<file path="config.mk">
export PLATFORM = sky130hd
export DESIGN_NAME = load_store_unit
export DESIGN_NICKNAME = d
export VERILOG_FILES = /design/src/rtl/load_store_unit.sv
export SDC_FILE = /design/constraint.sdc
export NUM_CORES = 1
export LEC_CHECK = 0
export BUFFER_PORTS_ARGS = -buffer_cell sky130_fd_sc_hd__buf_2
export CAP_MARGIN = 20
export CORE_ASPECT_RATIO = 0.75
export CORE_MARGIN = 4
export CORE_UTILIZATION = 41
export DETAILED_ROUTE_END_ITERATION = 12
export PLACE_DENSITY_LB_ADDON = 0.05
export SYNTH_ARGS = -nofsm -noshare
export SYNTH_HDL_FRONTEND = slang
export SYNTH_SLANG_ARGS = --single-unit
</file>
<file path="constraint.sdc">
create_clock -name clk -period 2.4 [get_ports clk]
set_clock_uncertainty 0.05 [all_clocks]
set_input_delay 0.48 -clock clk [delete_from_list [all_inputs] [get_ports clk]]
set_output_delay 0.48 -clock clk [all_outputs]
set_load 0.01 [all_outputs]
</file>
<file path="src/rtl/load_store_unit.sv">
// load_store_unit: sequences byte/16-bit loads and stores onto a byte-wide memory port
module load_store_unit #(
  parameter int READ_LATENCY = 1
) (
  input  logic        clk,
  input  logic        reset,
  input  logic        req,
  input  logic        reqWrite,
  input  logic        reqWide,
  input  logic [7:0]  reqAddress,
  input  logic [15:0] reqWriteData,
  output logic        busy,
  output logic        done,
  output logic [15:0] readData,
  output logic        memWriteEnable,
  output logic [7:0]  memAddress,
  output logic [7:0]  memWriteData,
  input  logic [7:0]  memData
);
  typedef enum logic [1:0] {IDLE, ACC_LO, ACC_HI, DONE} state_t;
  state_t state, next_state;
  logic wr, wide, acc, last;
  logic [7:0] addr, lo;
  logic [15:0] wdata;
  logic [1:0] cnt;
  assign acc = state == ACC_LO || state == ACC_HI;
  assign last = wr || cnt == 2'(READ_LATENCY);
  always_ff @(posedge clk or posedge reset) begin
    if (reset) begin
      state <= IDLE;
      wr <= 1'b0;
      wide <= 1'b0;
      addr <= 8'h00;
      wdata <= 16'h0000;
      cnt <= 2'd0;
      lo <= 8'h00;
      readData <= 16'h0000;
    end else begin
      state <= next_state;
      if (state == IDLE && req) begin
        wr <= reqWrite;
        wide <= reqWide;
        addr <= reqAddress;
        wdata <= reqWriteData;
      end
      cnt <= (acc && !last) ? cnt + 2'd1 : 2'd0;
      if (acc && last && !wr) begin
        if (state == ACC_LO) lo <= memData;
        if (next_state == DONE) readData <= state == ACC_HI ? {memData, lo} : {8'h00, memData};
      end
    end
  end
  always_comb begin
    next_state = state == IDLE   ? (req ? ACC_LO : IDLE) :
                 state == ACC_LO ? (last ? (wide ? ACC_HI : DONE) : ACC_LO) :
                 state == ACC_HI ? (last ? DONE : ACC_HI) : IDLE;
  end
  always_comb begin
    busy = state != IDLE;
    done = state == DONE;
    memWriteEnable = acc && wr;
    memAddress = state == ACC_LO ? addr : state == ACC_HI ? addr + 8'd1 : 8'h00;
    memWriteData = !wr ? 8'h00 : state == ACC_LO ? wdata[7:0] : state == ACC_HI ? wdata[15:8] : 8'h00;
  end
endmodule

</file>
==> results of run 1 <==
-- what timing repair did --
action                                  CTS  global route
hold endpoints to repair                  0             0
resized for setup                         3             8
pin swaps                                 1             2
buffers inserted                          2             1
endpoints found under the setup margin    5             7
-- state kept, by name, summed over array words and instances (netlist names) --
name      count
addr          8
cnt           2
lo            8
readData     16
state         2
wdata        16
wide          1
wr            1
-- cell type report --
type                       instances  area [um2]  area share
clock buffer                       7        96.3      0.0289
clock inverter                     1        8.76     0.00263
inverter                          14        52.6      0.0158
multi-input combinational        148        1230       0.368
sequential                        54        1350       0.406
tap                               81         101      0.0304
timing repair buffer              83         495       0.149
-- power breakdown --
group | switching, mW | internal [mW]
clock | 0.290 | 0.265
sequential | 0.290 | 1.33
combinational | 0.788 | 0.891
-- metrics by stage --
| step | instance area (um2) | worst slack, ps |
|---|---|---|
| floorplan | 2650 | 147 |
| global placement | 3160 | 254 |
| detailed placement | 3160 | 192 |
| CTS | 3280 | -8.37 |
| global route | 3330 | -79.7 |
| finish | 3330 | 13.7 |
-- how the worst max path moves through the flow --
stage | from | to | slack (ps) | depth (start not counted)
2_1_floorplan | state[0] | memAddress[6] | 150 | 7
3_3_place_gp | state[0] | readData[7] | 250 | 6
3_5_place_dp | state[0] | readData[6] | 190 | 6
4_1_cts | state[0] | memAddress[6] | -8 | 6
5_1_grt | state[0] | memAddress[5] | -80 | 6
6_report | state[0] | memAddress[6] | 10 | 6
-- cells in the mapped netlist (4+ instances only) --
master | n | area (um2)
dfrtp_1 | 54 | 1350
mux2_2 | 48 | 541
nand2_1 | 28 | 105
inv_1 | 14 | 52.6
o21ai_0 | 12 | 60.1
and2_1 | 8 | 50.1
mux2i_1 | 8 | 80.1
ha_1 | 6 | 75.1
nor2_1 | 6 | 22.5
clkbuf_1 | 5 | 18.8
a21oi_1 | 4 | 20.0
-- critical path: stages (launching register included) --
cell and delay [ps]:
dfrtp_1 440, ha_4 190, buf_12 140, nand2b_1 150
or4_1 390, nand3_1 100, buf_2 130
-- cells by family after synthesis --
logic type	count (synthesis)	share of synthesized area
buf+inv	25	0.0393
mux	59	0.247
compound gates	25	0.0653
simple gates	57	0.105
fa+ha+maj	6	0.0284
flops	54	0.511
xor+xnor	1	0.00331
-- per-layer routing --
layer,vias to the layer above,wire length (um)
met3,5,300
met1,898,2770
li1,936,-
met2,45,2360
met5,-,0
met4,0,58
==> run summary, run 1 <==
The signed area change from the synthesized netlist to the final layout came out at 26.0%. At the worst endpoint, the required time is 1870 ps. TritonCTS built the clock tree. The met3 capacity usage during global routing is 0.0368. The number of nets still failing antenna checks after routing came out at 0. The number of antenna repair diodes is 0.

Summed over all cells, the static leakage comes to around 1.6 nW. The accumulated negative setup slack is 0 ps. In the layout the commonest cells are buf_2, dfrtp_1, mux2_2. The max-capacitance violation count is 0. Headroom to the max-slew limit came out at 0.659. The HPWL reported at the end of detailed placement came out at 4080 um.

The share of cells above drive strength 1 is 0.489. The global-route layer with the greatest usage is met1. Routability-driven placement finished with a final weighted congestion of around 0.73.

The beginning of the worst register-to-register path is state[0]. The highest achievable clock rate is between 400 and 500 MHz. The number of nets in the synthesized netlist came out at 270. STA classifies the critical path startpoint as a flop. The max-slew violation count is 0. The classification of the worst setup path is reg2out.

The number of failing hold endpoints at the final stage came out at 0. The global routing usage on met2 is 0.212. The final critical path time including I/O delays and setup came out at between 2000 and 2500 ps. The number of nets in the layout came out at about 350. The most common cell after layout, fill and taps aside is buf_2. The first TritonRoute pass finished after 4 iterations.

The number of global-route vias before repair is ~1900. The tightest hold path in the finished design has a slack of around 140 ps. At the pin with the least slew margin, the transition time is 511 ps. In this run the clock root is driven by a clkbuf_8.

The sum of overflow across all layers after global routing is 0. The synthesized design contains 0 enable-type register cells. Of the available clock period, the critical path in the final layout requires 0.994. In the global route stage, met1 resource usage came out at 0.220.

Counting flops and latches in the post-synthesis netlist gives 54. The total setup violations reported at the end of the flow came out at 0. The Yosys warning count is 0. The post-cts hold buffer count came out at 0. Counting every sink on the clock net gives 54. The netlist uses 35 different library cells. The routed layout has 1884 vias. The worst-path maximum fanout came out at 18. The cell count after synthesis came out at 227. The floorplan core area came out at between 0.006 and 0.007 mm2. The total routing resource utilization after global routing is 0.148. The ratio of total power to cell area is roughly 1200 mW/mm2. The clock transition at the register clock pins on the worst setup and hold paths after CTS is around 90 ps.

In this run the critical register-to-register path is captured at readData[3]. Data on the critical path arrives at its endpoint at roughly 1900 ps. VDD sags by at most between 0.5 and 0.6 mV. Wires add up to ~5500 um. The sequential element share of the synthesized area came out at 0.511. The maximum buffer depth of the clock tree is 2. In this run the count of I/O pins placed on the die edge is approximately 70. The via count normalized by instance count is roughly 4.9.

The total power of the final layout is just under 4 mW. The most used flip-flop cell after synthesis is dfrtp_1. The core utilization of the finished layout is 0.530. In the final routed layout, each cell accounts on average for ~14 um. The number of DRC violations after detailed routing is 0. Counting tap cells, the placed design contains a total of between 300 and 400 instances. The effective utilization at floorplan came out at 0.421. The endpoint class of the critical path is a primary output. The standard-cell row count came out at 25.

The min-delay analysis places its worst path in the category in2async. The wire length of the first global-routing pass is a little over 9000 um. The filler-free cell count of the finished design is about 390. The mapped netlist covers between 0.002 and 0.003 mm2.

At the later pin of the worst-skew pair, clock insertion delay measures 300 ps. The initial antenna violation count is 0. The run finished with clean final reports. Setup repair after global routing could not meet its margin everywhere.

The area of the die came out at ~0.0078 mm2. The vertical die dimension came out at roughly 78 um. The async set or reset register ratio after synthesis is 1.00.

For this block, the initial DRC count from the detailed router was 50. The number of buffers inserted by port buffering is 71. The worst reg-to-reg path cell count came out at 6.

The synthesized area per cell came out at around 12 um2. Entering global routing, the biggest net connects 34 pins. The fill cell total of the finished layout came out at about 590. The TritonCTS buffer count is 5.

The die is between 100 and 150 um wide. The register-to-register path setup slack came out at around 300 ps. The H-tree depth is 2.
Note: power is estimated with default switching activity, not from simulation.
==> inputs of run 2 (changes only) <==
--- a/config.mk
+++ b/config.mk
@@ -9,9 +9,10 @@
 export CAP_MARGIN = 20
 export CORE_ASPECT_RATIO = 0.75
 export CORE_MARGIN = 4
-export CORE_UTILIZATION = 41
+export CORE_UTILIZATION = 47
 export DETAILED_ROUTE_END_ITERATION = 12
 export PLACE_DENSITY_LB_ADDON = 0.05
+export SLEW_MARGIN = 40
 export SYNTH_ARGS = -nofsm -noshare
 export SYNTH_HDL_FRONTEND = slang
 export SYNTH_SLANG_ARGS = --single-unit
==> run summary, run 2 (synthesized netlist as in run 1, its figures left out) <==
The number of global-route vias before repair was 1941 (was 1888). The sum of overflow across all layers after global routing is 0 (unchanged). Run status: complete, but fails checks (was completed). The TritonCTS clock tree is built (unchanged). The max-capacitance violation count came out at 0 (unchanged). The average wire length per cell after detail routing came out at 14.0 um (was 14.2 um). The total routing resource utilization after global routing is 0.169 (was 0.148).

The minimum setup slack after placement came out at 210 ps (was 192 ps). The worst-path maximum fanout is 3 (was 18). The clock latency of the later-clocked register in the worst-skew pair is 290 ps (was 300 ps). The total power of the final layout came out at 3.87 mW (was 3.85 mW). The effective utilization at floorplan is 0.489 (was 0.421). The placed standard-cell area was 0.00314 mm2 (was 0.00316 mm2). The checks that failed: setup timing. The largest stage delay on the critical path came out at 500 ps (was 440 ps). The static leakage came out at 1.62 nW (was 1.59 nW). The wire length after detailed routing is 5480 um (was 5490 um). The total number of vias is 1929 (was 1884). Cell-by-cell listing of the critical path: inv_2 -> ha_4 -> nand4b_1 -> or4b_4 -> a21oi_2 -> buf_2 (was ha_4 -> buf_12 -> nand2b_1 -> or4_1 -> nand3_1 -> buf_2). Commonest cells after routing, fill and taps aside: buf_2, dfrtp_1, mux2_2 (unchanged). The cell at the root of the clock tree is clkbuf_8 (unchanged).

The initial antenna violation count is 0 (unchanged). The worst IR drop on VDD came out at 0.506 mV (was 0.527 mV). The overall die width came out at 94.6 um (was 101 um). The TritonCTS buffer count is 5 (unchanged). The number of design-rule violations left by the first detailed-router iteration came to 57 (was 50). The filler-free cell count of the finished design is 390 (was 388). Leading registers by flop count: readData (16), wdata (16) (unchanged).

The standard-cell row count is 23 (was 25). The total non-filler cell area in the finished layout is 0.00336 mm2 (was 0.00333 mm2). The slack of the critical path is -13.4 ps (was 13.7 ps). The most common cell after layout, fill and taps aside is buf_2 (unchanged).

The number of DRC violations after detailed routing came out at 0 (unchanged). RSZ-0062 raised after global routing: yes (unchanged). The number of failing hold endpoints at the final stage is 0 (unchanged).

The register-to-register path setup slack is 210 ps (was 300 ps). The vertical die dimension came out at 73.0 um (was 77.6 um). The routed metal-1 wirelength is 2720 um (was 2770 um). The final clock period utilization by the worst path came out at 1.01 (was 0.994).

The met3 wire length was 285 um (was 300 um). The classification of the worst setup path is reg2out (unchanged). The endpoint class of the critical path was a primary output (unchanged).

The wire length of the first global-routing pass came to 9140 um (was 9210 um). The signed area change from the synthesized netlist to the final layout is 27.2% (was 26.0%). The total placed cells including tap cells came out at 372 (was 377).

The maximum buffer depth of the clock tree is 2 (unchanged). The number of nets still failing antenna checks after routing is 0 (unchanged). The share of cells above drive strength 1 is 0.505 (was 0.489). The sum of buffers and inverters on the critical path is 2 (unchanged). The HPWL reported at the end of detailed placement is 4130 um (was 4080 um). The number of buffers inserted by port buffering is 71 (unchanged). The worst-margin pin slew came to 515 ps (was 511 ps). The cell with the biggest individual delay on the critical path is or4b_4 (was dfrtp_1). The routed length on met2 came out at 2450 um (was 2360 um).

The number of antenna repair diodes is 0 (unchanged). The number of nets in the layout came to 357 (was 349). The class of the worst hold path was in2async (unchanged).

The top-level port count was 72 (unchanged). The H-tree depth came out at 2 (unchanged). The total setup violations reported at the end of the flow came out at 1 (was 0). The area of the die came to 0.00690 mm2 (was 0.00781 mm2).

The accumulated negative setup slack came to -13.4 ps (was 0 ps). The clock transition at the register clock pins on the worst setup and hold paths after CTS is 90 ps (about the same). The data required time at the worst endpoint came to 1870 ps (about the same).

The dominant delay contributor by cell family on the critical path is simple AND/OR/NAND/NOR gates (unchanged). The post-cts hold buffer count was 0 (unchanged). The first-pass detailed-route iteration total is 4 (unchanged). The arrival time at the worst endpoint came out at 1880 ps (was 1860 ps).

The via count normalized by instance count came out at 4.95 (was 4.86). The floorplan core area is 0.00541 mm2 (was 0.00629 mm2). The final critical path time including I/O delays and setup is 2410 ps (was 2390 ps). The highest signal layer in the routed design was met4 (unchanged). The ratio of total power to cell area came out at 1150 mW/mm2 (was 1160 mW/mm2).

The final estimated routing congestion in global placement is 0.725 (was 0.733). The total number of clock tree sinks came to 54 (unchanged). The max-slew violation count is 0 (unchanged). The fill cell total of the finished layout is 489 (was 585). The startpoint kind of the worst setup timing path is a flop (unchanged).

The headroom to the max-slew limit came out at 0.656 (was 0.659). The highest achievable clock rate is 414 MHz (was 419 MHz). The largest net degree at the start of global routing was 33 (was 34).
-- run 2: changes by cell type in the layout (fill, tap and decap cells not counted), sizes merged --
cell  previous run  this run
buf             83        91
-- run 2: routing by layer --
metal	track usage	vias up
met4	0.0288	0
met1	0.248	934
met2	0.260	45
li1	-	948
met5	0	-
met3	0.0412	2
-- run 2: final cells by class --
class	instances	area [um2]	share of cell area
clock buffers	7	86.3	0.0257
inverters	14	52.6	0.0156
flip-flops and latches	54	1350	0.402
clock inverters	1	5.00	0.00149
well taps	75	93.8	0.0279
repair buffers	91	542	0.161
multi-input cells	148	1230	0.367
-- run 2: path summary, 6_finish.rpt --
kind / startpoint / endpoint / depth (start not counted)
min in group clk: reqWriteData[15] / wdata[15] / 2
max in group asynchronous: reset / readData[5] / 3
hold / removal: reset / addr[5] / 2
setup reg to reg: state[1] / readData[4] / 9
hold reg to reg: cnt[0] / cnt[0] / 1
setup / recovery: state[1] / memAddress[7] / 6
-- run 2: what timing repair did --
action,CTS,global route
gates resized for setup,6,7
pin swaps,2,1
setup buffers,3,7
setup endpoints to repair,6,4
-- run 2: worst reg2reg max path, stage by stage (launching register included) --
cell       delay (ps)
dfrtp_1           410
buf_4             150
buf_6             110
ha_4              170
buf_4             120
buf_4             150
o21bai_1          290
a2111oi_4          50
buf_4             230
mux2_1            340
-- run 2: report_power, final --
group	switching, mW	total [mW]	internal (mW)	leakage [nW]
registers	0.271	1.60	1.33	0.636
clock network	0.272	0.505	0.233	0.0482
logic	0.836	1.77	0.932	0.935
total	1.38	3.87	2.49	1.62
-- run 2: stage by stage --
stage                     hold WS, ps   util
after floorplan                   357      -
after global placement            373  0.581
after detailed placement          378  0.581
after CTS                         169  0.607
after global routing              191  0.622
final                             156  0.622
==> inputs of run 3 (changes only) <==
--- a/config.mk
+++ b/config.mk
@@ -11,6 +11,7 @@
 export CORE_MARGIN = 4
 export CORE_UTILIZATION = 47
 export DETAILED_ROUTE_END_ITERATION = 12
+export GPL_TIMING_DRIVEN = 0
 export PLACE_DENSITY_LB_ADDON = 0.05
 export SLEW_MARGIN = 40
 export SYNTH_ARGS = -nofsm -noshare
==> run summary, run 3 (synthesized netlist as in run 1, its figures left out) <==
Run status: complete, but fails checks (unchanged). Violated checks: setup timing (unchanged). The clock transition at the register clock pins on the worst setup and hold paths after CTS is 90 ps (about the same). The number of buffers inserted by port buffering came out at 71 (unchanged). The average wire length per cell after detail routing was 14.9 um (was 14.0 um). The vertical die dimension came to 73.0 um (unchanged). The total number of vias is 1985 (was 1929). The signed area change from the synthesized netlist to the final layout is 30.9% (was 27.2%). The top-level port count is 72 (unchanged). The static leakage came out at 1.67 nW (was 1.62 nW). The post-cts hold buffer count came out at 0 (unchanged). The wire length after detailed routing came out at 5930 um (was 5480 um). The beginning of the worst register-to-register path is state[0] (was state[1]). The final estimated routing congestion in global placement is 0.775 (was 0.725). The share of cells above drive strength 1 is 0.512 (was 0.505).

The area of the die was 0.00690 mm2 (unchanged). The max-capacitance violation count was 0 (unchanged). The total power of the final layout is 3.99 mW (was 3.87 mW). The number of antenna repair diodes came to 0 (unchanged). Commonest cells after routing, fill and taps aside: buf_2, dfrtp_1, mux2_2 (unchanged). The worst-path maximum fanout is 4 (was 3).

The wire length of the first global-routing pass is 9730 um (was 9140 um). The worst-margin pin slew is 575 ps (was 515 ps). The number of nets in the layout is 368 (was 357). The first-pass detailed-route iteration total is 4 (unchanged).

The highest achievable clock rate is 399 MHz (was 414 MHz). The initial antenna violation count is 0 (unchanged). The data required time at the worst endpoint is 1870 ps (about the same). The clock latency of the later-clocked register in the worst-skew pair came to 300 ps (was 290 ps).

The number of failing hold endpoints at the final stage is 0 (unchanged). The final critical path time including I/O delays and setup is 2510 ps (was 2410 ps). The maximum buffer depth of the clock tree is 2 (unchanged). The cell at the root of the clock tree is clkbuf_8 (unchanged).

The accumulated negative setup slack came to -144 ps (was -13.4 ps). The total setup violations reported at the end of the flow is 2 (was 1). The headroom to the max-slew limit came to 0.617 (was 0.656).

The class of the worst hold path is in2async (unchanged). The arrival time at the worst endpoint came to 1980 ps (was 1880 ps). The ratio of total power to cell area came to 1150 mW/mm2 (about the same).

The number of nets still failing antenna checks after routing was 0 (unchanged). The classification of the worst setup path is reg2out (unchanged). The number of design-rule violations left by the first detailed-router iteration is 57 (unchanged). Leading registers by flop count: readData (16), wdata (16) (unchanged). The total number of clock tree sinks is 54 (unchanged).

The via count normalized by instance count came out at 4.97 (was 4.95). The number of DRC violations after detailed routing came out at 0 (unchanged). The number of global-route vias before repair came out at 2041 (was 1941).

The startpoint kind of the worst setup timing path was a flop (unchanged). The final clock period utilization by the worst path is 1.04 (was 1.01). The worst IR drop on VDD was 0.569 mV (was 0.506 mV). The standard-cell row count was 23 (unchanged). The H-tree depth came out at 2 (unchanged). The sum of overflow across all layers after global routing is 0 (unchanged). The overall die width is 94.6 um (unchanged). The TritonCTS clock tree was built (unchanged). RSZ-0062 raised after global routing: yes (unchanged). The effective utilization at floorplan is 0.489 (unchanged). The max-slew violation count is 0 (unchanged). The largest net degree at the start of global routing came out at 38 (was 33). The TritonCTS buffer count is 5 (unchanged).

The core utilization of the finished layout came to 0.640 (was 0.622). The total routing resource utilization after global routing came out at 0.181 (was 0.169). The most common cell after layout, fill and taps aside is buf_2 (unchanged). The slack of the critical path is -106 ps (was -13.4 ps). The worst slack on hold paths came out at 54.3 ps (was 156 ps). The first element of the critical path is state[0] (was state[1]). The HPWL reported at the end of detailed placement is 4220 um (was 4130 um). The floorplan core area is 0.00541 mm2 (unchanged).

The endpoint class of the critical path is a primary output (unchanged).
==> run 3: changes by cell type in the layout (fill, tap and decap cells not counted), moves of 3 or more <==
cell      change
o21ai_0       -7
buf_8         +3
clkbuf_1      +3
o21ai_1       +7
buf_4         +4
==> run 3: path summary, 6_finish.rpt <==
kind	slack, ps	depth (start not counted)	end
min reg2reg	390	1	cnt[0]
min	50	2	readData[8]
max	-110	5	memAddress[7]
min in group clk	360	2	addr[5]
max reg2reg	160	8	readData[4]
max in group asynchronous	1760	3	cnt[0]
==> run 3: per-stage QoR <==
| step | area (um2) | cells | setup slack (ps) |
|---|---|---|---|
| global placement | 3090 | 373 | -421 |
| detailed placement | 3120 | 374 | -453 |
| CTS | 3340 | 389 | -173 |
| finish | 3460 | 399 | -106 |
| floorplan | 2650 | 227 | 147 |
| global route | 3460 | 399 | -164 |
==> run 3: critical path, stage by stage, from the launching register on <==
cell      delay [ps]
dfrtp_1          430
ha_4             200
nand4b_1         230
or4b_1           520
a21oi_2          160
buf_2            140
==> run 3: routing by layer <==
metal  up-vias  GRT usage  wire, um
li1        972          -         -
met1       950      0.269      2910
met2        58      0.267      2570
met3         5     0.0454       405
met4         0     0.0400        48
met5         -          0         0
==> run 3: power breakdown <==
group,internal [mW],switching [mW]
Clock,0.223,0.274
Sequential,1.33,0.272
Combinational,1.00,0.885
Total,2.56,1.43
==> run 3: final cells by class <==
class                      instances  area, um2
buffer                            10       81.3
clock buffer                       6       82.6
fill                             484       1950
inverter                          14       55.1
multi-input combinational        148       1250
sequential                        54       1350
tap                               75       93.8
timing repair buffer              92        549
==> run 3: what timing repair did <==
action / in CTS / in global routing
buffers inserted: 9 / 11
gates cloned: 0 / 1
setup endpoints to repair: 16 / 16
pin swaps: 4 / 5
gates resized for setup: 23 / 13
